**src/rtl/gpio_rd_master.sv**
```systemverilog
// gpio_rd_master: drives GPIO read commands for RAM dumps / BER snapshots and streams the readback words
module gpio_rd_master #(
  parameter int WAIT_CYC = 4,
  parameter int NB_ADDR  = 16
) (
  input  logic               clockdsp,
  input  logic               i_reset,
  input  logic               i_start,
  input  logic               i_mode,
  input  logic [NB_ADDR-1:0] i_base_adrs,
  input  logic [NB_ADDR:0]   i_num_words,
  output logic [31:0]        o_cmd,
  input  logic [31:0]        i_rdata,
  output logic [31:0]        o_data,
  output logic               o_valid,
  input  logic               i_ready,
  output logic [NB_ADDR-1:0] o_index,
  output logic               o_busy,
  output logic               o_done
);
  localparam int CW = $clog2(WAIT_CYC + 1);
  localparam logic [2:0] S_IDLE = 3'd0, S_PRE = 3'd1, S_ARM = 3'd2, S_FRZ = 3'd3,
                         S_WAIT = 3'd4, S_PRES = 3'd5, S_REL = 3'd6, S_DONE = 3'd7;
  localparam logic [31:0] C_REL_RAM = 32'h0480_0000, C_ARM = 32'h0580_0001,
                          C_FRZ = 32'h0580_0000, C_REL_BER = 32'h0680_0000;
  logic [2:0]         state;
  logic [CW-1:0]      cnt;
  logic               mode;
  logic [NB_ADDR-1:0] base;
  logic [NB_ADDR:0]   num, idx, nxt;
  logic               held, last;
  assign nxt  = idx + 1'b1;
  assign held = cnt == CW'(WAIT_CYC);
  assign last = mode ? idx == (NB_ADDR+1)'(7) : idx == num - 1'b1;
  function automatic logic [31:0] rd_cmd(input logic m, input logic [NB_ADDR:0] i,
                                         input logic [NB_ADDR-1:0] b);
    rd_cmd = m ? 32'h0680_0008 | 32'(i[2:0])
               : 32'h0481_0000 | 32'(NB_ADDR'(b + i[NB_ADDR-1:0]));
  endfunction
  always_ff @(posedge clockdsp) begin
    if (i_reset) begin
      state   <= S_IDLE;
      cnt     <= '0;
      mode    <= 1'b0;
      base    <= '0;
      num     <= '0;
      idx     <= '0;
      o_cmd   <= '0;
      o_data  <= '0;
      o_valid <= 1'b0;
      o_index <= '0;
      o_busy  <= 1'b0;
      o_done  <= 1'b0;
    end else begin
      o_done <= 1'b0;
      case (state)
        S_IDLE: if (i_start) begin
          mode   <= i_mode;
          base   <= i_base_adrs;
          num    <= i_num_words;
          idx    <= '0;
          cnt    <= CW'(1);
          o_busy <= 1'b1;
          if (i_mode) begin
            o_cmd <= C_REL_RAM;
            state <= S_PRE;
          end else if (i_num_words == '0) begin
            state <= S_DONE;
          end else begin
            o_cmd <= rd_cmd(1'b0, '0, i_base_adrs);
            state <= S_WAIT;
          end
        end
        S_PRE: begin
          o_cmd <= C_ARM;
          cnt   <= CW'(1);
          state <= S_ARM;
        end
        S_ARM: if (held) begin
          o_cmd <= C_FRZ;
          cnt   <= CW'(1);
          state <= S_FRZ;
        end else cnt <= cnt + 1'b1;
        S_FRZ: if (held) begin
          o_cmd <= rd_cmd(1'b1, '0, base);
          cnt   <= CW'(1);
          state <= S_WAIT;
        end else cnt <= cnt + 1'b1;
        S_WAIT: if (held) begin
          o_data  <= i_rdata;
          o_index <= idx[NB_ADDR-1:0];
          o_valid <= 1'b1;
          state   <= S_PRES;
        end else cnt <= cnt + 1'b1;
        S_PRES: if (i_ready) begin
          o_valid <= 1'b0;
          if (last) begin
            o_cmd <= mode ? C_REL_BER : C_REL_RAM;
            state <= S_REL;
          end else begin
            idx   <= nxt;
            o_cmd <= rd_cmd(mode, nxt, base);
            cnt   <= CW'(1);
            state <= S_WAIT;
          end
        end
        S_REL: begin
          o_cmd <= '0;
          state <= S_DONE;
        end
        default: begin
          o_cmd  <= '0;
          o_done <= 1'b1;
          o_busy <= 1'b0;
          state  <= S_IDLE;
        end
      endcase
    end
  end
endmodule

```
**config.mk**
```make
export PLATFORM = sky130hd
export DESIGN_NAME = gpio_rd_master
export DESIGN_NICKNAME = d
export VERILOG_FILES = /design/src/rtl/gpio_rd_master.sv
export SDC_FILE = /design/constraint.sdc
export NUM_CORES = 1
export LEC_CHECK = 0
export BUFFER_PORTS_ARGS = -buffer_cell sky130_fd_sc_hd__buf_2
export CAP_MARGIN = 20
export CORE_AREA = 2 2 118 120
export CTS_CLUSTER_SIZE = 40
export DETAILED_ROUTE_END_ITERATION = 12
export DIE_AREA = 0 0 120 122
export GPL_TIMING_DRIVEN = 0
export PLACE_DENSITY = 0.79
export SETUP_SLACK_MARGIN = 0.2
export SYNTH_ARGS = -nofsm -noshare
export SYNTH_HDL_FRONTEND = slang
export SYNTH_SLANG_ARGS = --single-unit
```
**constraint.sdc**
```tcl
create_clock -name clockdsp -period 4.1 [get_ports clockdsp]
set_clock_uncertainty 0.2 [all_clocks]
set_input_delay 0.615 -clock clockdsp [delete_from_list [all_inputs] [get_ports clockdsp]]
set_output_delay 0.615 -clock clockdsp [all_outputs]
set_load 0.005 [all_outputs]
```
==> results.cfg <==
[worst_hold_path]
worstHoldStart = i_rdata[21]
worstHoldEndpoint = o_data[21]
min_path_type = in2reg
whs_path_depth = 3

[floorplanning]
row_count = 43
io_pins = 153
start_util_pct = 53.2
fp.coreArea_sq_um = 13500
die_area_sq_um = 14600
die_h_um = 122
die_w_um = 120

[timing]
setup_viol = 0
finalHoldViolCount = 0
worst_slack_ns = 0.160
fin_crit_sh_pct = 96.1
fmax_mhz = 254
final_max_slew_viol_count = 0
slew_headroom_pct = 42.5
min_period_ns = 3.94
tightest_slew_ns = 0.855
whs_ns = 0.218
rsz0062_at_grt = true

[run]
max_cap_violations = 0

[worst_setup_path]
r2r_slack_ns = 0.16
crit_path_frequent_cell = buf_6
worstPathMaxFanout = 6
r2r_end = idx[7]
crit_required_ns = 4.21
crit_arrival_ns = 4.05
crit_path_start_kind = flop
max_stage_delay_ns = 0.56
crit_path_end_kind = flop
crit_slowest_cell = or4_4
path_cells = buf_6 > inv_4 > ha_4 > or4b_4 > buf_6 > or4_4 > nand3_2 > nand4_1 > or4b_4 > or4_4 > buf_6 > buf_12 > nand3_1 > mux2_4
setup.worst_path.class = reg2reg
r2r_start = num[0]
path_buf_inv = 5
crit_family = simple AND/OR/NAND/NOR gates
rr_worst_depth = 14

[global_route]
overflow = 0
grt_pass1_vias = 6791
grt_pass1_wl_um = 34200
grt_max_degree = 17
grt_usage_pct = 29.8
antenna_found_initial = 0

[layout]
nets = 1209
final_cell_mix = 191 x nand2_1, 142 x buf_2, 126 x a21oi_1, 126 x dfxtp_1, 60 x clkbuf_1
syn2layout_area_growth_pct = 26.7
instances_no_fill = 1312
diodes = 0
final_common_cell = nand2_1
drive_gt1_share_pct = 22.9

[route]
viasPerCell = 5.85
drt_iter0_drc = 820
vias = 7678
drcViolationCount = 0
wl_per_cell_um = 17.2
routed_wirelength_um = 22600
dr.pass1.iters = 5
antenna_left = 0

[power_and_ir_drop]
leakagePower_uw = 0.00382
p_per_area_nw_per_um2 = 549
ir_worst_vdd_v = 0.000415
power_uw = 5000

[synthesis]
ys_async_sr_fraction_pct = 0
netlist_area_sq_um = 7190
syn_avg_cell_area_sq_um = 7.64
yosysWarnings = 0
syn_inst = 941
yosysSeqAreaShare_pct = 35.6
yosysUniqueCellTypes = 66
ys_seq_elements = 128
ys.flop_type = dfxtp_1
synth_edf_count = 0

[outcome]
status = completed

[clock_network]
clkLatencyLatePin_ns = 0.43
cts-buffers-inserted = 17
cts_buffer_depth = 2
ctsRootBufferMaster = clkbuf_16
clkTransAtPathRegs_ns = 0.06
tritoncts = yes
clock_sinks = 128
htreeDepth = 4
holdBufCountCts = 0

[placement]
gp_congestion = 0.971
pre_cts_slack_ns = 0.0120
dpl.cell_count = 1272
dp_hpwl_um = 15800
numPortBuffers = 140
==> state kept, by name, summed over array words and instances (netlist names) <==
register / cells
base: 16
cnt: 3
idx: 17
mode: 1
num: 17
o_busy: 1
o_cmd: 20
o_data: 32
o_done: 1
o_index: 16
o_valid: 1
state: 3
==> worst max-delay path by stage <==
stage	start	slack, ns	depth (start not counted)	to
3_3_place_gp	i_mode	-0.20	8	o_cmd[12]
4_1_cts	num[0]	0.21	14	idx[2]
3_5_place_dp	num[0]	0.01	14	idx[2]
5_1_grt	idx[4]	0.07	13	o_cmd[15]
6_report	num[0]	0.16	14	idx[7]
2_1_floorplan	num[0]	0.32	14	idx[10]
==> stage by stage <==
| stage | utilization (%) | TNS (ns) | area (sq um) |
|---|---|---|---|
| after floorplan | - | 0 | 7230 |
| after global placement | 60.4 | -2.12 | 8150 |
| after detailed placement | 60.5 | 0 | 8170 |
| after CTS | 65.1 | 0 | 8800 |
| after global routing | 67.5 | 0 | 9110 |
| final | 67.5 | 0 | 9110 |
==> where the power goes <==
group	leakage, uW	switching [uW]	internal, uW
sequential	0.00104	119	1390
clock	0.000287	590	929
combinational	0.00250	1210	759
==> Yosys cell counts, drive strengths merged, types with 18 or more instances <==
cell type / number / area [sq um]
buf: 28 / 189
nor2: 55 / 206
dfxtp: 128 / 2560
a21oi: 131 / 656
a211oi: 18 / 135
ha: 19 / 238
clkbuf: 61 / 229
xor2: 20 / 175
o21ai: 21 / 105
xnor2: 18 / 158
nand2: 191 / 717
nand3: 38 / 215
==> cells by family after synthesis <==
family	count (synthesis)	share of synthesized area [%]
and+or+nand+nor	398	26.8
other	1	0.0522
buffers and inverters	103	6.54
muxes	18	2.68
xor gates and xnor gates	40	5.25
DFF	128	35.6
adders and majority gates	20	3.58
AOI/OAI and AO/OA	233	19.5
==> metal layers <==
| layer | global-route usage [%] | share of wire (%) | routed length [um] | vias up |
|---|---|---|---|---|
| met2 | 47.6 | 47 | 10700 | 379 |
| met4 | 12.7 | 2.7 | 598 | 0 |
| met3 | 6.79 | 8.8 | 2000 | 47 |
| met1 | 38.7 | 41 | 9280 | 3595 |
| li1 | - | - | - | 3657 |
| met5 | 0 | 0 | 0 | - |
==> cell type report <==
type / count / area (sq um)
Clock inverter: 12 / 134
Timing Repair Buffer: 149 / 816
Fill cell: 1184 / 4400
Tap cell: 180 / 225
Inverter: 14 / 55.1
Buffer: 89 / 445
Clock buffer: 20 / 457
Multi-Input combinational cell: 720 / 4410
Sequential cell: 128 / 2560
==> tightest hold or removal path: cells and delay by family <==
| family | cells | cell delay [ns] |
|---|---|---|
| AO/OA/AOI/OAI | 1 | 0.05 |
| buffers and inverters | 1 | 0.09 |
| AND/OR/NAND/NOR | 1 | 0.04 |
==> repair_timing <==
action | 4_1_cts | 5_1_grt
gates resized for setup | 8 | 48
pin swaps | 2 | 9
setup endpoints to repair | 30 | 34
gates cloned | 0 | 2
setup buffers | 1 | 5
(Power assumes the default switching activity.)
